File: src/rtl/mem_access_ctrl.sv
`default_nettype none
// ============================================================================
// Module      : mem_access_ctrl
// Description : Initiator for the data-memory stage. Takes one load/store
//               request at a time from the pipeline, performs word, halfword
//               and byte accesses against a word-only synchronous memory, and
//               returns a one-cycle response with extended load data or an
//               error flag. Sub-word stores use read-modify-write.
//
// Ports
//   clk        : rising-edge clock
//   reset      : asynchronous, active-low reset
//   req_valid  : request present
//   req_ready  : high in IDLE only; accept = req_valid & req_ready at an edge
//   req_op     : 000 LW, 001 LB, 010 LBU, 011 LH, 100 LHU, 101 SW, 110 SB, 111 SH
//   req_addr   : byte address
//   req_wdata  : store data (SB uses [7:0], SH uses [15:0])
//   rsp_valid  : one-cycle completion pulse
//   rsp_err    : misaligned / out-of-range flag, held until next response
//   rsp_rdata  : load result (0 for stores and errors), held until next response
//   mem_we     : memory write enable (one cycle, WRITE state only)
//   mem_addr   : byte address to the memory stage
//   mem_wdata  : word to write
//   mem_rdata  : synchronous read data, valid the cycle after mem_addr
//
// Revision    : 1.0 - initial release
// ============================================================================
module mem_access_ctrl #(
    parameter int MEM_WORDS_LOG2 = 10
) (
    input  logic        clk,
    input  logic        reset,
    input  logic        req_valid,
    output logic        req_ready,
    input  logic [2:0]  req_op,
    input  logic [31:0] req_addr,
    input  logic [31:0] req_wdata,
    output logic        rsp_valid,
    output logic        rsp_err,
    output logic [31:0] rsp_rdata,
    output logic        mem_we,
    output logic [31:0] mem_addr,
    output logic [31:0] mem_wdata,
    input  logic [31:0] mem_rdata
);

    // ------------------------------------------------------------------
    // Operation encodings
    // ------------------------------------------------------------------
    localparam logic [2:0] OP_LW  = 3'b000;
    localparam logic [2:0] OP_LB  = 3'b001;
    localparam logic [2:0] OP_LBU = 3'b010;
    localparam logic [2:0] OP_LH  = 3'b011;
    localparam logic [2:0] OP_LHU = 3'b100;
    localparam logic [2:0] OP_SW  = 3'b101;
    localparam logic [2:0] OP_SB  = 3'b110;
    localparam logic [2:0] OP_SH  = 3'b111;

    typedef enum logic [2:0] {
        ST_IDLE    = 3'd0,
        ST_READ    = 3'd1,
        ST_CAPTURE = 3'd2,
        ST_WRITE   = 3'd3,
        ST_RESP    = 3'd4
    } state_t;

    // ------------------------------------------------------------------
    // State and buffers
    // ------------------------------------------------------------------
    state_t      state_q,     state_d;
    logic [2:0]  op_q,        op_d;
    logic [31:0] addr_q,      addr_d;
    // Only the low halfword of store data is ever merged; SW data goes
    // straight to mem_wdata on accept.
    logic [15:0] wdata_q,     wdata_d;
    logic [31:0] word_q,      word_d;
    logic        err_q,       err_d;

    logic        req_ready_q, req_ready_d;
    logic        rsp_valid_q, rsp_valid_d;
    logic        rsp_err_q,   rsp_err_d;
    logic [31:0] rsp_rdata_q, rsp_rdata_d;
    logic        mem_we_q,    mem_we_d;
    logic [31:0] mem_addr_q,  mem_addr_d;
    logic [31:0] mem_wdata_q, mem_wdata_d;

    // ------------------------------------------------------------------
    // Request classification
    // ------------------------------------------------------------------
    logic w_misaligned;
    logic w_out_of_range;
    logic w_req_bad;

    always_comb begin
        w_misaligned = 1'b0;
        case (req_op)
            OP_LW, OP_SW:          w_misaligned = (req_addr[1:0] != 2'b00);
            OP_LH, OP_LHU, OP_SH:  w_misaligned = req_addr[0];
            default:               w_misaligned = 1'b0;
        endcase
    end

    // Any bit above the memory's byte-address range makes the access invalid.
    assign w_out_of_range = ((req_addr >> (MEM_WORDS_LOG2 + 2)) != 32'd0);
    assign w_req_bad      = w_misaligned | w_out_of_range;

    // ------------------------------------------------------------------
    // Little-endian extraction with sign/zero extension
    // ------------------------------------------------------------------
    function automatic logic [31:0] load_extend(
        input logic [2:0]  op,
        input logic [31:0] word,
        input logic [1:0]  off
    );
        logic [7:0]  b;
        logic [15:0] h;
        logic [31:0] r;
        case (off)
            2'd0:    b = word[7:0];
            2'd1:    b = word[15:8];
            2'd2:    b = word[23:16];
            default: b = word[31:24];
        endcase
        h = off[1] ? word[31:16] : word[15:0];
        case (op)
            OP_LW:   r = word;
            OP_LB:   r = {{24{b[7]}}, b};
            OP_LBU:  r = {24'd0, b};
            OP_LH:   r = {{16{h[15]}}, h};
            OP_LHU:  r = {16'd0, h};
            default: r = 32'd0;
        endcase
        return r;
    endfunction

    // ------------------------------------------------------------------
    // Store merge: replace only the addressed byte/halfword
    // ------------------------------------------------------------------
    function automatic logic [31:0] store_merge(
        input logic [2:0]  op,
        input logic [31:0] word,
        input logic [15:0] wd,
        input logic [1:0]  off
    );
        logic [31:0] r;
        r = word;
        if (op == OP_SB) begin
            case (off)
                2'd0:    r[7:0]   = wd[7:0];
                2'd1:    r[15:8]  = wd[7:0];
                2'd2:    r[23:16] = wd[7:0];
                default: r[31:24] = wd[7:0];
            endcase
        end else if (op == OP_SH) begin
            if (off[1]) begin
                r[31:16] = wd;
            end else begin
                r[15:0]  = wd;
            end
        end
        return r;
    endfunction

    // ------------------------------------------------------------------
    // Next-state logic
    // ------------------------------------------------------------------
    always_comb begin
        state_d     = state_q;
        op_d        = op_q;
        addr_d      = addr_q;
        wdata_d     = wdata_q;
        word_d      = word_q;
        err_d       = err_q;
        rsp_err_d   = rsp_err_q;
        rsp_rdata_d = rsp_rdata_q;
        mem_addr_d  = mem_addr_q;
        mem_wdata_d = mem_wdata_q;

        case (state_q)
            ST_IDLE: begin
                if (req_valid) begin
                    op_d       = req_op;
                    addr_d     = req_addr;
                    wdata_d    = req_wdata[15:0];
                    mem_addr_d = req_addr;
                    err_d      = w_req_bad;
                    if (w_req_bad) begin
                        state_d = ST_RESP;
                    end else if (req_op == OP_SW) begin
                        mem_wdata_d = req_wdata;
                        state_d     = ST_WRITE;
                    end else begin
                        state_d = ST_READ;
                    end
                end
            end
            ST_READ: begin
                mem_addr_d = addr_q;
                state_d    = ST_CAPTURE;
            end
            ST_CAPTURE: begin
                word_d = mem_rdata;
                if ((op_q == OP_SB) || (op_q == OP_SH)) begin
                    // Merge from the live read data so the write can issue
                    // on the very next cycle.
                    mem_wdata_d = store_merge(op_q, mem_rdata, wdata_q, addr_q[1:0]);
                    state_d     = ST_WRITE;
                end else begin
                    state_d = ST_RESP;
                end
            end
            ST_WRITE: begin
                state_d = ST_RESP;
            end
            ST_RESP: begin
                rsp_err_d = err_q;
                if (err_q || (op_q >= OP_SW)) begin
                    rsp_rdata_d = 32'd0;
                end else begin
                    rsp_rdata_d = load_extend(op_q, word_q, addr_q[1:0]);
                end
                state_d = ST_IDLE;
            end
            default: begin
                state_d = ST_IDLE;
            end
        endcase

        // Registered handshake/strobe outputs are decoded from the state so
        // they line up with the state they describe; mem_we never depends on
        // an input, so it can only be high for the single WRITE cycle.
        req_ready_d = (state_d == ST_IDLE);
        mem_we_d    = (state_d == ST_WRITE);
        rsp_valid_d = (state_q == ST_RESP);
    end

    // ------------------------------------------------------------------
    // Registers
    // ------------------------------------------------------------------
    always_ff @(posedge clk or negedge reset) begin
        if (!reset) begin
            state_q     <= ST_IDLE;
            op_q        <= 3'd0;
            addr_q      <= 32'd0;
            wdata_q     <= 16'd0;
            word_q      <= 32'd0;
            err_q       <= 1'b0;
            req_ready_q <= 1'b1;
            rsp_valid_q <= 1'b0;
            rsp_err_q   <= 1'b0;
            rsp_rdata_q <= 32'd0;
            mem_we_q    <= 1'b0;
            mem_addr_q  <= 32'd0;
            mem_wdata_q <= 32'd0;
        end else begin
            state_q     <= state_d;
            op_q        <= op_d;
            addr_q      <= addr_d;
            wdata_q     <= wdata_d;
            word_q      <= word_d;
            err_q       <= err_d;
            req_ready_q <= req_ready_d;
            rsp_valid_q <= rsp_valid_d;
            rsp_err_q   <= rsp_err_d;
            rsp_rdata_q <= rsp_rdata_d;
            mem_we_q    <= mem_we_d;
            mem_addr_q  <= mem_addr_d;
            mem_wdata_q <= mem_wdata_d;
        end
    end

    assign req_ready = req_ready_q;
    assign rsp_valid = rsp_valid_q;
    assign rsp_err   = rsp_err_q;
    assign rsp_rdata = rsp_rdata_q;
    assign mem_we    = mem_we_q;
    assign mem_addr  = mem_addr_q;
    assign mem_wdata = mem_wdata_q;

endmodule
`default_nettype wire

File: config.mk
export PLATFORM = sky130hd
export DESIGN_NAME = mem_access_ctrl
export DESIGN_NICKNAME = d
export VERILOG_FILES = /design/src/rtl/mem_access_ctrl.sv
export SDC_FILE = /design/constraint.sdc
export NUM_CORES = 1
export LEC_CHECK = 0
export CORE_UTILIZATION = 25
export CTS_CLUSTER_SIZE = 28
export DETAILED_ROUTE_END_ITERATION = 8
export HOLD_SLACK_MARGIN = 0.15
export PLACE_DENSITY = 0.56
export SLEW_MARGIN = 15
export SYNTH_ARGS = -nofsm -noshare
export SYNTH_HDL_FRONTEND = slang
export SYNTH_SLANG_ARGS = --single-unit
File: constraint.sdc
create_clock -name clk -period 4.64 [get_ports clk]
set_input_delay 0.928 -clock clk [delete_from_list [all_inputs] [get_ports clk]]
set_output_delay 0.928 -clock clk [all_outputs]
set_load 0.01 [all_outputs]
-- Yosys cells after proc, flatten, opt, wreduce, memory -nomap -nowiden
Index checks and enable logic that the tools add are counted.
- multiplexer cells: 25
- equal/unequal tests: 21
- magnitude comparators: 1
- bitwise logic cells: 1
- reduce and logical (&&, ||, !) cells: 17
- operator list (kind ; count):
    32-bit 2-to-1 mux ; 8
    32-bit one-hot mux with 5 select lines ; 1
    32-bit one-hot mux with 2 select lines ; 2
    16-bit 2-to-1 mux ; 3
    8-bit 2-to-1 mux ; 4
    32-bit nonzero test ; 1
    8-bit one-hot mux with 3 select lines ; 1
    3-bit equality test, second input constant ; 7
    3-bit by 2-bit equality test with 1-bit output, second input constant ; 6
    3-bit logical NOT ; 4
    3-bit one-hot mux with 4 select lines ; 1
    3-bit 2-to-1 mux ; 3
    2-bit != test, second input constant ; 4
    3-bit by 1-bit equality test with 1-bit output, second input constant ; 2
    2-bit nonzero test ; 3
    3-bit OR reduction ; 2
    5-bit AND reduction ; 1
    2-bit AND reduction ; 2
    3-bit greater-or-equal comparator, second input constant ; 1
    2-bit by 1-bit equality test with 1-bit output, second input constant ; 1
    2-bit equality test, second input constant ; 1
    2-bit logical NOT ; 1
    1-bit logical OR ; 2
    2-bit 2-to-1 mux ; 1
    other kinds (3) ; 3
- output and inout port bits: 100
- input bits: 102
- flip-flop bits (word level): 187
- logic and storage cells: 78

-- Logic depth before layout (Yosys ltp)
Gate-level depths: netlist of run 1.
- word-level depth: 8
- gate-level depth with buffers: 8
- gate-level depth less buffers: 6

-- Least setup slack after synthesis of run 1
Ideal clock, no wire load.
- kind: input port to flip-flop
- start: input req_addr[13]
- end: register mem_wdata_q[10], in the netlist mem_wdata[10]
- library setup time: 0.125 ns
- data arrival time: 2.597 ns
- required time: 4.515 ns
- slack: 1.918 ns
- stages on the path: 7
- path buffers: 2
- cell sequence: or4_4 -> nor2_4 -> o2111ai_2 -> o32a_1 -> buf_6 -> buf_6 -> mux2_4
- longest elaborated chain between the ends: 4
- RTL lines (what ; RTL line ; RTL):
    start, declared ; 36 ; input logic [31:0] req_addr,
    32-bit nonzero test ; 104 ; assign w_out_of_range = ((req_addr >> (MEM_WORDS_LOG2 + 2)) != 32'd0);
    1-bit bitwise OR ; 105 ; assign w_req_bad = w_misaligned | w_out_of_range;
    2-bit != test (no line) ; n/a ;
    5-bit AND reduction (no line) ; n/a ;
    end signal, assigned ; 268 ; mem_wdata_q <= mem_wdata_d;
    end, declared ; 85 ; logic [31:0] mem_wdata_q, mem_wdata_d;
Every way passes these cells.
A chain may end at the register's enable or synchronous reset.

-- Worst setup path after layout of run 1
- start: input req_addr[13]
- end: register mem_wdata_q[15], in the netlist mem_wdata[15]
The elaborated chain is that of the path after synthesis.

==> flow_summary.json, run 1 <==
{
  "power.density_nw_per_um2": 336,
  "report.final.hold_viol_count": 0,
  "die_area_um2": 36400,
  "grt_overflow_total": 0,
  "number_of_enable_type_register_cells_in_the_synthesized_netlist": 0,
  "route.detailed.vias_per_inst": 4.79,
  "path_clk_slew_ns": 0.07,
  "synth_xor_xnor_area_share_pct": 0.0982,
  "vdd_ir_drop_max_v": 0.000265,
  "critical_path.slowest_cell": "o32a_4",
  "layout-area-overhead-vs-synth_pct": 34.3,
  "synth.top_cells.by_count": "246 x nand2_1, 186 x dfrtp_1, 51 x mux2_2",
  "detailroute.wirelength.met2_mm": 13.4,
  "worst-endpoint-required_ns": 4.97,
  "vias_in_the_first_global_route": 7035,
  "proportion_of_layout_cells_with_a_drive_suffix_above_1_pct": 14.7,
  "place_hpwl_mm": 20.5,
  "worstSkewPairLatency_ns": 0.44,
  "clock_tree.htree_level_count": 4,
  "detail-route-antenna-nets": 0,
  "fmax_ghz": 0.320,
  "timing_worst_setup_path_type": "primary input to flop",
  "synthArstFlopShare_pct": 100,
  "drc_errors": 0,
  "synth.mux.area_fraction_pct": 15.6,
  "crit_path_start_kind": "primary input",
  "numPortBuffers": 201,
  "vertical_die_dimension_um": 191,
  "critPathMaxStageDelay_ns": 0.62,
  "cp.buffers_inverters": 2,
  "highest_layer": "met4",
  "postSynthRegisterBits": 187,
  "synthTopCellsByArea": "dfrtp_1 52%, nand2_1 10%, mux2_2 6.4%, mux2_4 4.7%, o21ai_0 2.7%",
  "synth_compound_gate_area_share_pct": 14.0,
  "tightestPinTransition_ns": 1.09,
  "cell_at_the_root_of_the_clock_tree": "clkbuf_16",
  "fin_crit_ns": 3.12,
  "yosys.area.top_type_share_pct": 52.2,
  "end_kind": "flop",
  "synth_simple_gate_area_share_pct": 14.5,
  "min_path_type": "flop to flop",
  "setup_violations": 0,
  "synth_fa_ha_area_share_pct": 0,
  "cts-resized-gates": 0,
  "synthesis.instances": 841,
  "grt_start_max_net_pins": 99,
  "final_max_slew_viol_count": 0,
  "drt_pass1_iterations": 5,
  "slew_headroom_pct": 27.3,
  "yosysTopAreaCell": "dfrtp_1",
  "cts_inserted_buffers": 17,
  "outcome": "complete, no violations",
  "yosys_warnings": 0,
  "largest_family_of_logic_cells_by_synthesized_area": "multiplexers",
  "wl_met1_mm": 13.1,
  "floorplan.initialDensity_pct": 25.6,
  "routabilityCongestion": 0.788,
  "num_rows": 68,
  "global_route_wire_length_before_repair_mm": 44.0,
  "cts_max_path_buffers": 2,
  "num_vias": 7108,
  "syn-cell-area_um2": 8920,
  "critical_path.cell_chain": "clkdlybuf4s50_1, or4_4, nor2_4, o2111ai_2, o32a_4, buf_4, mux2_4",
  "number_of_antenna_violations_at_the_first_check_in_global_routing": 3,
  "nets": 1115,
  "dominantRegCellSynth": "dfrtp_1",
  "synth.lib_cells_used.distinct": 50,
  "worst_hold_slack_ns": 0.469,
  "detailroute.wirelength.met3_mm": 1.84,
  "n_fill_cell": 3498,
  "grt_setup_unrepaired": "no",
  "drt-initial-drc-count": 614,
  "synth_most_common_cell": "nand2_1",
  "die_w_um": 191,
  "ios": 202,
  "period_share_pct": 67.3,
  "timing.critical_path.max_delay_family": "compound AO/OA/AOI/OAI gates",
  "routed_wirelength_mm": 28.9,
  "timing.critical_path.arrival_ns": 3.45,
  "setup-tns-final_ns": 0,
  "ctsHoldBuffers": 0,
  "global_route.usage.total_pct": 16.1,
  "timing.max_cap.violations": 0,
  "syn-mean-instance-area_um2": 10.6,
  "clock_skew_ns": 0.0112,
  "cellLeakagePower_nw": 5.14,
  "crit_path_max_fanout": 34,
  "cts.repair_timing.setup_buffer_count": 0,
  "postSynthNetCount": 943,
  "routed_wire_length_per_instance_um": 19.5,
  "synth-seq-area-share_pct": 52.5,
  "cts_tree": "done",
  "tritoncts_num_sinks": 187,
  "floorplan.core_area_um2": 34800
}
-- layer usage --
metal	vias to the layer above	track usage [%]
met4	0	5.23
met1	3505	21.8
met3	24	3.78
met2	232	25.0
li1	3347	-
met5	-	0
-- placed cells by master (no fill, tap or decap), types with 9 or more instances in the layout --
| cell type | instances |
|---|---|
| a32o_1 | 16 |
| mux2_2 | 51 |
| a22oi_1 | 32 |
| o21ai_0 | 48 |
| dfrtp_1 | 186 |
| mux2i_1 | 17 |
| o22ai_1 | 9 |
| buf_4 | 14 |
| clkdlybuf4s50_1 | 200 |
| nand2b_1 | 22 |
| a221o_1 | 16 |
| clkbuf_16 | 17 |
| o21ai_1 | 21 |
| nand2_1 | 245 |
| mux2_4 | 28 |
-- flip-flops by register name, summed over array words and instances (netlist names), 3 cells and up --
signal     cells
op_q           3
addr_q        32
mem_wdata     32
wdata_q       16
state_q        3
mem_addr      32
rsp_rdata     32
word_q        32
-- worst min-delay path: stages, from the launching register on --
cell	delay [ns]
dfrtp_1	0.34
nand2_1	0.05
nand2_1	0.05
-- area by class of cell --
| class | instances | area [um^2] | area share, % |
|---|---|---|---|
| sequential | 187 | 4680 | 39.1 |
| antenna | 3 | 7.51 | 0.0627 |
| timing repair buffer | 216 | 2140 | 17.9 |
| clock buffer | 18 | 429 | 3.58 |
| tap | 455 | 569 | 4.75 |
| clock inverter | 14 | 159 | 1.33 |
| multi-input combinational | 585 | 3970 | 33.2 |
| inverter | 6 | 22.5 | 0.188 |
-- final timing paths --
kind / start / to / slack, ns / depth (start not counted)
worst max-delay path: req_addr[13] / mem_wdata[15] / 1.52 / 7
min in group asynchronous: reset / rsp_rdata[7] / 0.54 / 1
worst max register to register: op_q[0] / rsp_rdata[8] / 1.80 / 4
max in group asynchronous: reset / mem_addr[8] / 3.01 / 2
worst min register to register: mem_addr[23] / mem_addr[23] / 0.47 / 2
worst min-delay path: mem_addr[23] / mem_addr[23] / 0.47 / 2
-- stage by stage --
step           util [%]  total power, W  setup WS, ns  std cells  area, um^2
5_1_grt            34.4         0.00420          1.48       1483       12000
6_report           34.4         0.00403          1.52       1484       12000
2_1_floorplan         -         0.00219          1.92        841        8920
3_3_place_gp       32.7         0.00255         0.865       1449       11400
4_1_cts            34.4         0.00407          1.33       1481       12000
3_5_place_dp       32.7         0.00255         0.843       1449       11400
-- kinds of logic (layout without fill, tap and decap cells) --
kind of cell	count (synthesis)	count (layout)
and+or+nand+nor	300	300
muxes	108	108
AOI/OAI and AO/OA	176	176
other	0	3
DFF	187	187
buffers and inverters	69	254
xor gates and xnor gates	1	1
-- power by group --
group          internal [W]  leakage, nW  switching [W]  total, W
sequential          0.00174         2.24       0.000105   0.00184
clock              0.000807        0.276       0.000698   0.00150
combinational      0.000336         2.63       0.000346  0.000682
No activity file was read; power rests on OpenSTA's default activity.
==> inputs of run 2 (changes only) <==
PLACE_DENSITY = 0.57   (was 0.56)
clock period = 2.8 ns   (was 4.64 ns; I/O delays follow)
==> flow_summary.json, run 2 (synthesis results as in run 1) <==
{
  "report.power.total_w": 0.00661,
  "global_route_wire_length_before_repair_mm": 44.5,
  "route.detailed.vias_per_inst": 4.74,
  "drc_errors": 0,
  "ios": 202,
  "tightestPinTransition_ns": 0.925,
  "cts_tree": "done",
  "crit_path_start_kind": "primary input",
  "worst-endpoint-required_ns": 3.13,
  "num_vias": 7198,
  "die_w_um": 191,
  "path_clk_slew_ns": 0.07,
  "grt_overflow_total": 0,
  "slew_headroom_pct": 37.9,
  "detail-route-antenna-nets": 0,
  "grt_start_max_net_pins": 87,
  "n_fill_cell": 3511,
  "timing.max_cap.violations": 0,
  "drt-initial-drc-count": 577,
  "num_rows": 68,
  "period_share_pct": 87.3,
  "r2r-end": "rsp_rdata[12]",
  "clock_skew_ns": 0.0139,
  "cts.repair_timing.setup_buffer_count": 0,
  "outcome": "complete, no violations",
  "end_kind": "flop",
  "most-common-layout-cells": "245 x nand2_1, 200 x clkdlybuf4s50_1, 186 x dfrtp_1",
  "fmax_ghz": 0.409,
  "reg2reg_slack_ns": 0.43,
  "min_path_type": "primary input to asynchronous set/reset pin",
  "utilization_pct": 35.2,
  "grt_setup_unrepaired": "no",
  "global_route.usage.total_pct": 16.3,
  "report.final.hold_viol_count": 0,
  "floorplan.core_area_um2": 34800,
  "crit_path_max_fanout": 26,
  "rr_worst_depth": 5,
  "vias_in_the_first_global_route": 7236,
  "place_hpwl_mm": 21.4,
  "layout-area-overhead-vs-synth_pct": 37.3,
  "numPortBuffers": 201,
  "share_seq_of_total_power_pct": 46.0,
  "vdd_ir_drop_max_v": 0.000458,
  "nets": 1150,
  "cts_max_path_buffers": 2,
  "worstSkewPairLatency_ns": 0.45,
  "setup_violations": 0,
  "power.density_nw_per_um2": 540,
  "timing_worst_setup_path_type": "primary input to flop",
  "fin_crit_ns": 2.45,
  "cts_inserted_buffers": 17,
  "number_of_antenna_violations_at_the_first_check_in_global_routing": 5,
  "reg2reg_from": "addr_q[0]",
  "cell_at_the_root_of_the_clock_tree": "clkbuf_16",
  "cellLeakagePower_nw": 5.32,
  "power.combinational.fraction_pct": 17.9,
  "routed_wirelength_mm": 28.7,
  "cts-resized-gates": 0,
  "tritoncts_num_sinks": 187,
  "drt_pass1_iterations": 8,
  "timing.critical_path.arrival_ns": 2.78,
  "total_switching_power_w": 0.00190,
  "power.clock.fraction_pct": 36.1,
  "clock_tree.htree_level_count": 4,
  "die_area_um2": 36400,
  "register_area_um2": 4680,
  "vertical_die_dimension_um": 191,
  "switching_share_pct": 28.7,
  "floorplan.initialDensity_pct": 25.6,
  "routabilityCongestion": 0.805,
  "final_max_slew_viol_count": 0,
  "power.internal_w": 0.00471,
  "proportion_of_layout_cells_with_a_drive_suffix_above_1_pct": 17.4,
  "final_common_cell": "nand2_1",
  "routed_wire_length_per_instance_um": 18.9,
  "ctsHoldBuffers": 0,
  "multi_input_area_um2": 3950
}
run 2: worst max-delay path by stage:
stage                       from       endpoint  slack, ns  cells after the start
floorplan           req_addr[13]  mem_wdata[10]       0.45                      7
global placement    req_addr[13]   mem_wdata[1]      -0.09                      7
detailed placement  req_addr[13]   mem_wdata[2]      -0.12                      7
CTS                 req_addr[13]   mem_wdata[2]       0.36                      7
global route        req_addr[13]   mem_wdata[2]       0.29                      7
finish              req_addr[13]   mem_wdata[2]       0.35                      7
run 2: metal layers:
metal | vias to the layer above | wire length [um] | GRT usage (%)
met5 | - | 27 | 0
li1 | 3406 | - | -
met4 | 4 | 678 | 6.18
met2 | 244 | 13300 | 24.7
met3 | 40 | 1810 | 4.35
met1 | 3504 | 12800 | 21.9
run 2: metrics by stage:
stage	setup WS [ns]	hold slack, ns	area (um^2)	TNS (ns)	cells
2_1_floorplan	0.446	0.264	8920	0	841
3_3_place_gp	-0.0918	0.450	11700	-2.51	1484
3_5_place_dp	-0.123	0.455	11700	-3.38	1484
4_1_cts	0.357	0.178	12200	0	1516
5_1_grt	0.285	0.193	12200	0	1519
6_report	0.355	0.144	12200	0	1519
run 2: worst max-delay path, stage by stage:
cell and delay [ns]:
clkdlybuf4s50_1 0.43, or4_4 0.55, nor2_4 0.15, o2111ai_2 0.14, o32a_2 0.41, buf_12 0.20
mux2_1 0.32
run 2: area by class of cell:
type                            count  area share, %
Antenna cell                        3         0.0613
Inverter                            6          0.184
Clock buffer                       17           3.47
Timing Repair Buffer              251           20.0
Clock inverter                     15           1.12
Multi-Input combinational cell    585           32.3
Tap cell                          455           4.65
Sequential cell                   187           38.2
run 2: power groups by stage:
stage / registers, W / clock network [W] / logic [W]
finish: 0.00304 / 0.00239 / 0.00118
global route: 0.00307 / 0.00254 / 0.00129
CTS: 0.00304 / 0.00246 / 0.00119
detailed placement: 0.00310 / 0 / 0.00119
global placement: 0.00309 / 0 / 0.00117
floorplan: 0.00305 / 0 / 0.000578
==> variant 1 (config.mk and constraints of run 2) <==
`mem_addr_q` no longer has a reset.
--- a/src/rtl/mem_access_ctrl.sv
+++ b/src/rtl/mem_access_ctrl.sv
@@ -250,7 +250,6 @@
             rsp_err_q   <= 1'b0;
             rsp_rdata_q <= 32'd0;
             mem_we_q    <= 1'b0;
-            mem_addr_q  <= 32'd0;
             mem_wdata_q <= 32'd0;
         end else begin
             state_q     <= state_d;
@@ -264,9 +263,12 @@
             rsp_err_q   <= rsp_err_d;
             rsp_rdata_q <= rsp_rdata_d;
             mem_we_q    <= mem_we_d;
-            mem_addr_q  <= mem_addr_d;
             mem_wdata_q <= mem_wdata_d;
         end
+    end
+
+    always_ff @(posedge clk) begin
+        mem_addr_q <= mem_addr_d;
     end
 
     assign req_ready = req_ready_q;
Function: changed (a bounded check fails within 4 cycles, from zero or initial values and one cycle with reset low).
==> variant 1 against run 2 <==
Power is 5.0% lower. Cell area is 0.30% lower. Utilization is 0.19 points lower. Synthesized area is 0.29% higher. Non-clock buffer count is 3 lower. Clock skew is 4.8 ps lower. Combinational power is 16% lower. Sequential cell count stayed put. Wire length is 2.6% lower. Setup slack worse by 140 ps. Largest power group unchanged.
==> variant 1: results (changes against run 2) <==
| Metric | Value |
|---|---|
| Status | finished clean |
| Synth cell types | 51 (+2.0%) |
| Synth async-reset ratio | 82.9% (-17 points) |
| Clk_skew | 9.09 ps (-4.80 ps) |
| Via count | 6924 (-3.8%) |
| Routed WL per cell | 19.3 um (+2.1%) |
| Placed instance count | 1416 (-4.6%) |
| Max stage delay cell, worst path | clkdlybuf4s50_1 |
| Hold Crit Class | flip-flop to flip-flop |
| # hold bufs at CTS | 1 (+1) |
| Number of synthesized flops with an enable pin | 32 (+32) |
| First-pass GRT wire length | 42700 um (-4.1%) |
| Crit Path Max Fanout | 34 (+31%) |
| Syn Nets | 872 (-7.5%) |
| DR iter-0 viols | 664 (+15%) |
| R2r endpoint | rsp_rdata[10] |
| Initial antenna violation count | 1 (-4) |
| Vias in the first global route | 6985 (-3.5%) |
| Setup crit start | req_addr[12] |
| Tmin final | 2580 ps (+137 ps) |
| R2r worst-path depth | 4 (-1) |
| Slew HR | 24.8% (-13 points) |
| Finished Layout Cells | 1450 (-4.5%) |
| Worst slack, placed | -255 ps (-132 ps) |
| RD Place Congestion | 0.789 (-2.0%) |
| VDD IR max | 0.420 mV (-8.2%) |
| CP peak stage delay | 440 ps (-110 ps) |
| Reg2reg setup slack | 550 ps (+120 ps) |
| Synth top cells by count | nand2_1 (182), dfrtp_1 (154), mux2_2 (83) |
| Largest cells by area after synthesis | dfrtp_1 (43%), edfxtp_1 (11%), mux2_2 (10%) |
| Gr usage total | 15.6% (-0.69 points) |
[variant 1: per-stage QoR]
step | hold WS (ps) | TNS (ps) | util (%) | area [sq um]
final | 479 | 0 | 35.0 | 12200
after global routing | 518 | 0 | 35.0 | 12200
after CTS | 485 | 0 | 35.0 | 12200
after detailed placement | 469 | -7360 | 33.4 | 11700
after global placement | 467 | -7530 | 33.4 | 11700
after floorplan | 264 | 0 | - | 8950
[variant 1: how the worst min path moves through the flow]
stage               slack [ps]           from             to  cells past startpoint
finish                     480  rsp_rdata[15]  rsp_rdata[15]                      2
global route               520  rsp_rdata[13]  rsp_rdata[13]                      2
CTS                        490  rsp_rdata[13]  rsp_rdata[13]                      2
detailed placement         470  rsp_rdata[13]  rsp_rdata[13]                      2
global placement           470  rsp_rdata[15]  rsp_rdata[15]                      2
floorplan                  260          reset      addr_q[0]                      0
[variant 1: layer usage]
layer  global-route usage (%)  vias up  routed length [um]
met5                        0        -                   0
met4                     6.04        0                 702
met3                     2.63       36                1130
met2                     24.1      232               13100
met1                     21.5     3447               13000
li1                         -     3209                   -
[variant 1: cell type report]
cell class                 instances  area, sq um
clock inverter                    12         88.8
multi-input combinational        521         3820
tap                              455          569
sequential                       187         4840
clock buffer                      20          447
inverter                           6         22.5
fill                            3489        22700
antenna                            1         2.50
timing repair buffer             248         2420
[variant 1: power by group]
group / internal [mW] / switching (mW)
combinational: 0.512 / 0.483
clock: 1.17 / 1.08
sequential: 2.91 / 0.128
total: 4.60 / 1.69
[variant 1: logic make-up (layout without fill, tap and decap cells)]
kind of cell | count (synthesis) | after routing | share of synthesized area [%]
AND/OR/NAND/NOR | 236 | 236 | 11.6
flip-flops | 187 | 187 | 54.1
AO/OA/AOI/OAI | 144 | 144 | 11.3
multiplexers | 140 | 140 | 19.6
buffers and inverters | 62 | 286 | 3.33
XOR/XNOR | 1 | 1 | 0.0979
other | 0 | 1 | 0
[variant 1: tightest hold or removal path: cells and delay by family, from the launching register on]
| family | cells | cell delay, ps |
|---|---|---|
| flops | 1 | 340 |
| compound gates | 1 | 60 |
| simple gates | 1 | 50 |
==> variant 2 (settings of run 2) <==
Made on the original files. `MEM_WORDS_LOG2`: 10 -> 7.
--- a/src/rtl/mem_access_ctrl.sv
+++ b/src/rtl/mem_access_ctrl.sv
@@ -26,7 +26,7 @@
 // Revision    : 1.0 - initial release
 // ============================================================================
 module mem_access_ctrl #(
-    parameter int MEM_WORDS_LOG2 = 10
+    parameter int MEM_WORDS_LOG2 = 7
 ) (
     input  logic        clk,
     input  logic        reset,
Behaviour: not the same (a bounded check fails within 4 cycles, from zero or initial values and one cycle with reset low).
==> variant 2 against run 2 <==
Synthesized cell count up 11%. Synthesized area up 4.3%. Clock power up 11%. Power up 11%. Sequential cell count unchanged. Wire length up 5.3%. Cell area up 2.8%. Setup slack worse by 59 ps. Critical path type unchanged. Highest routed layer unchanged.
==> variant 2: results (changes against run 2) <==
| Metric | Value |
|---|---|
| Hold Crit Class | flip-flop to flip-flop |
| Final #Nets | 1214 (+5.6%) |
| Initial antenna violation count | 12 (+7) |
| Clk_skew | 11.5 ps (-2.39 ps) |
| Routed WL per cell | 18.9 um (about the same) |
| WL final | 30200 um (+5.3%) |
| Sequential fraction of the synthesis area | 50.3% (-2.2 points) |
| I/O Buffers | 201 (unchanged) |
| Gr usage total | 16.2% (-0.083 points) |
| DRT Pass-1 Iters | 7 (-1) |
| Synth top cells by count | nand2_1 (267), dfrtp_1 (186), clkbuf_1 (53) |
| Main flop type after synthesis | dfrtp_1 |
| DR iter-0 viols | 459 (-20%) |
| Synth cell types | 50 (unchanged) |
| Share of cells above drive strength 1 | 13.3% (-4.1 points) |
| Root buffer cell | clkbuf_16 |
| VDD IR max | 0.425 mV (-7.1%) |
| Hold path start | addr_q[25] |
| Largest buffer count on any clock path | 2 (unchanged) |
| RD Place Congestion | 0.831 (+3.2%) |
| DP Area | 11900 sq um (+2.2%) |
| CP peak stage delay | 420 ps (-130 ps) |
| Max stage delay cell, worst path | clkdlybuf4s50_1 |
| Slew HR | 31.0% (-6.9 points) |
| Number of fill cells | 3729 (+6.2%) |
| Crit Path Max Fanout | 33 (+27%) |
| Avg Inst Size Synth | 10.0 sq um (-5.6%) |
| Syn Nets | 1032 (+9.4%) |
| Vias per cell | 4.86 (+2.5%) |
| Largest net degree at the start of global routing | 99 (+14%) |
| First-pass GRT wire length | 46800 um (+5.1%) |
| Status | finished clean |
| Clk_lat worst skew | 450 ps (about the same) |
| Crit-path leading delay family | buffers and inverters |
| Synth async-reset ratio | 100% (unchanged) |
| Cts bufs inserted | 17 (unchanged) |
| CP arrival | 2830 ps (+50 ps) |
| Slew Limit Fails | 0 (unchanged) |
| Static Leak | 5.64 nW (+6.0%) |
| Placed instance count | 1560 (+5.1%) |
| Largest cells by area after synthesis | dfrtp_1 (50%), nand2_1 (11%), a221o_1 (5.2%) |
| Vias in the first global route | 7815 (+8.0%) |
| Clock-pin slew on the worst setup and hold paths | 70 ps (about the same) |
| Placed wire-length estimate | 21600 um (+1.0%) |
| R2r startpoint | addr_q[1] |
| # resized after CTS | 0 (unchanged) |
| Ys Warns | 0 (unchanged) |
| Setup crit start | req_addr[25] |
| Htree depth | 4 (unchanged) |
[variant 2: changes by cell type after synthesis, moves of 7 or more]
| cell | delta |
|---|---|
| nand2b_1 | +13 |
| o21ai_0 | -19 |
| a22oi_1 | -31 |
| mux2_2 | -18 |
| mux2i_1 | +16 |
| o22ai_1 | +7 |
| a221o_1 | +32 |
| nand2_1 | +21 |
| a32o_1 | -16 |
| nor2_1 | +31 |
| o31ai_1 | +8 |
| nand3_1 | +31 |
[variant 2: logic make-up (layout without fill, tap and decap cells)]
kind of cell | count (synthesis) | after routing | share of synthesized area (%)
other | 0 | 6 | 0
muxes | 106 | 106 | 14.5
buffers and inverters | 76 | 271 | 3.51
xor gates and xnor gates | 1 | 1 | 0.0941
and+or+nand+nor | 396 | 396 | 18.5
AOI/OAI and AO/OA | 164 | 164 | 13.1
DFF | 187 | 187 | 50.3
[variant 2: final cells by class]
cell class              instances  area, sq um  area share (%)
multi-input cells             667         4340            34.5
repair buffers                232         2310            18.4
clock buffers                  19          453            3.60
clock inverters                13          178            1.41
well taps                     468          586            4.65
inverters                       7         26.3           0.209
diodes                          6         15.0           0.119
flip-flops and latches        187         4680            37.2
[variant 2: metal layers]
layer  track usage (%)  share of wire (%)  vias to the layer above
met2              24.4                 45                      245
li1                  -                  -                     3664
met1              21.0                 45                     3808
met4              5.83                1.6                       12
met5                 0               0.21                        -
met3              6.06                8.2                       41
[variant 2: timing repair]
| action | CTS | global route |
|---|---|---|
| setup endpoints to repair | 0 | 0 |
| hold endpoints to repair | 30 | 0 |
| buffers inserted | 0 | 0 |
| hold buffers | 1 | 0 |
[variant 2: where the power goes]
| part | total (mW) | leakage (nW) | switching [mW] | internal [mW] |
|---|---|---|---|---|
| Combinational | 1.52 | 3.03 | 0.781 | 0.741 |
| Clock | 2.65 | 0.308 | 1.17 | 1.48 |
| Sequential | 3.17 | 2.30 | 0.234 | 2.93 |
[variant 2: worst min-delay path: stages (launching register included)]
cell and delay (ps):
dfrtp_1 340, nand2_1 50, nand2_1 50
[variant 2: worst paths after layout]
check	endpoint	cells after the start	slack, ps
min reg2reg	addr_q[25]	2	480
max in group asynchronous	addr_q[25]	3	1320
min	addr_q[25]	2	480
max reg2reg	rsp_rdata[5]	4	520
min in group asynchronous	mem_addr[17]	2	700
max	mem_wdata[31]	8	300
[variant 2: metrics by stage]
step,TNS [ps],worst slack [ps],utilization [%]
floorplan,0,594,-
global placement,-3480,-122,32.6
detailed placement,-4510,-162,32.6
CTS,0,310,34.4
global route,0,201,34.4
finish,0,296,34.4
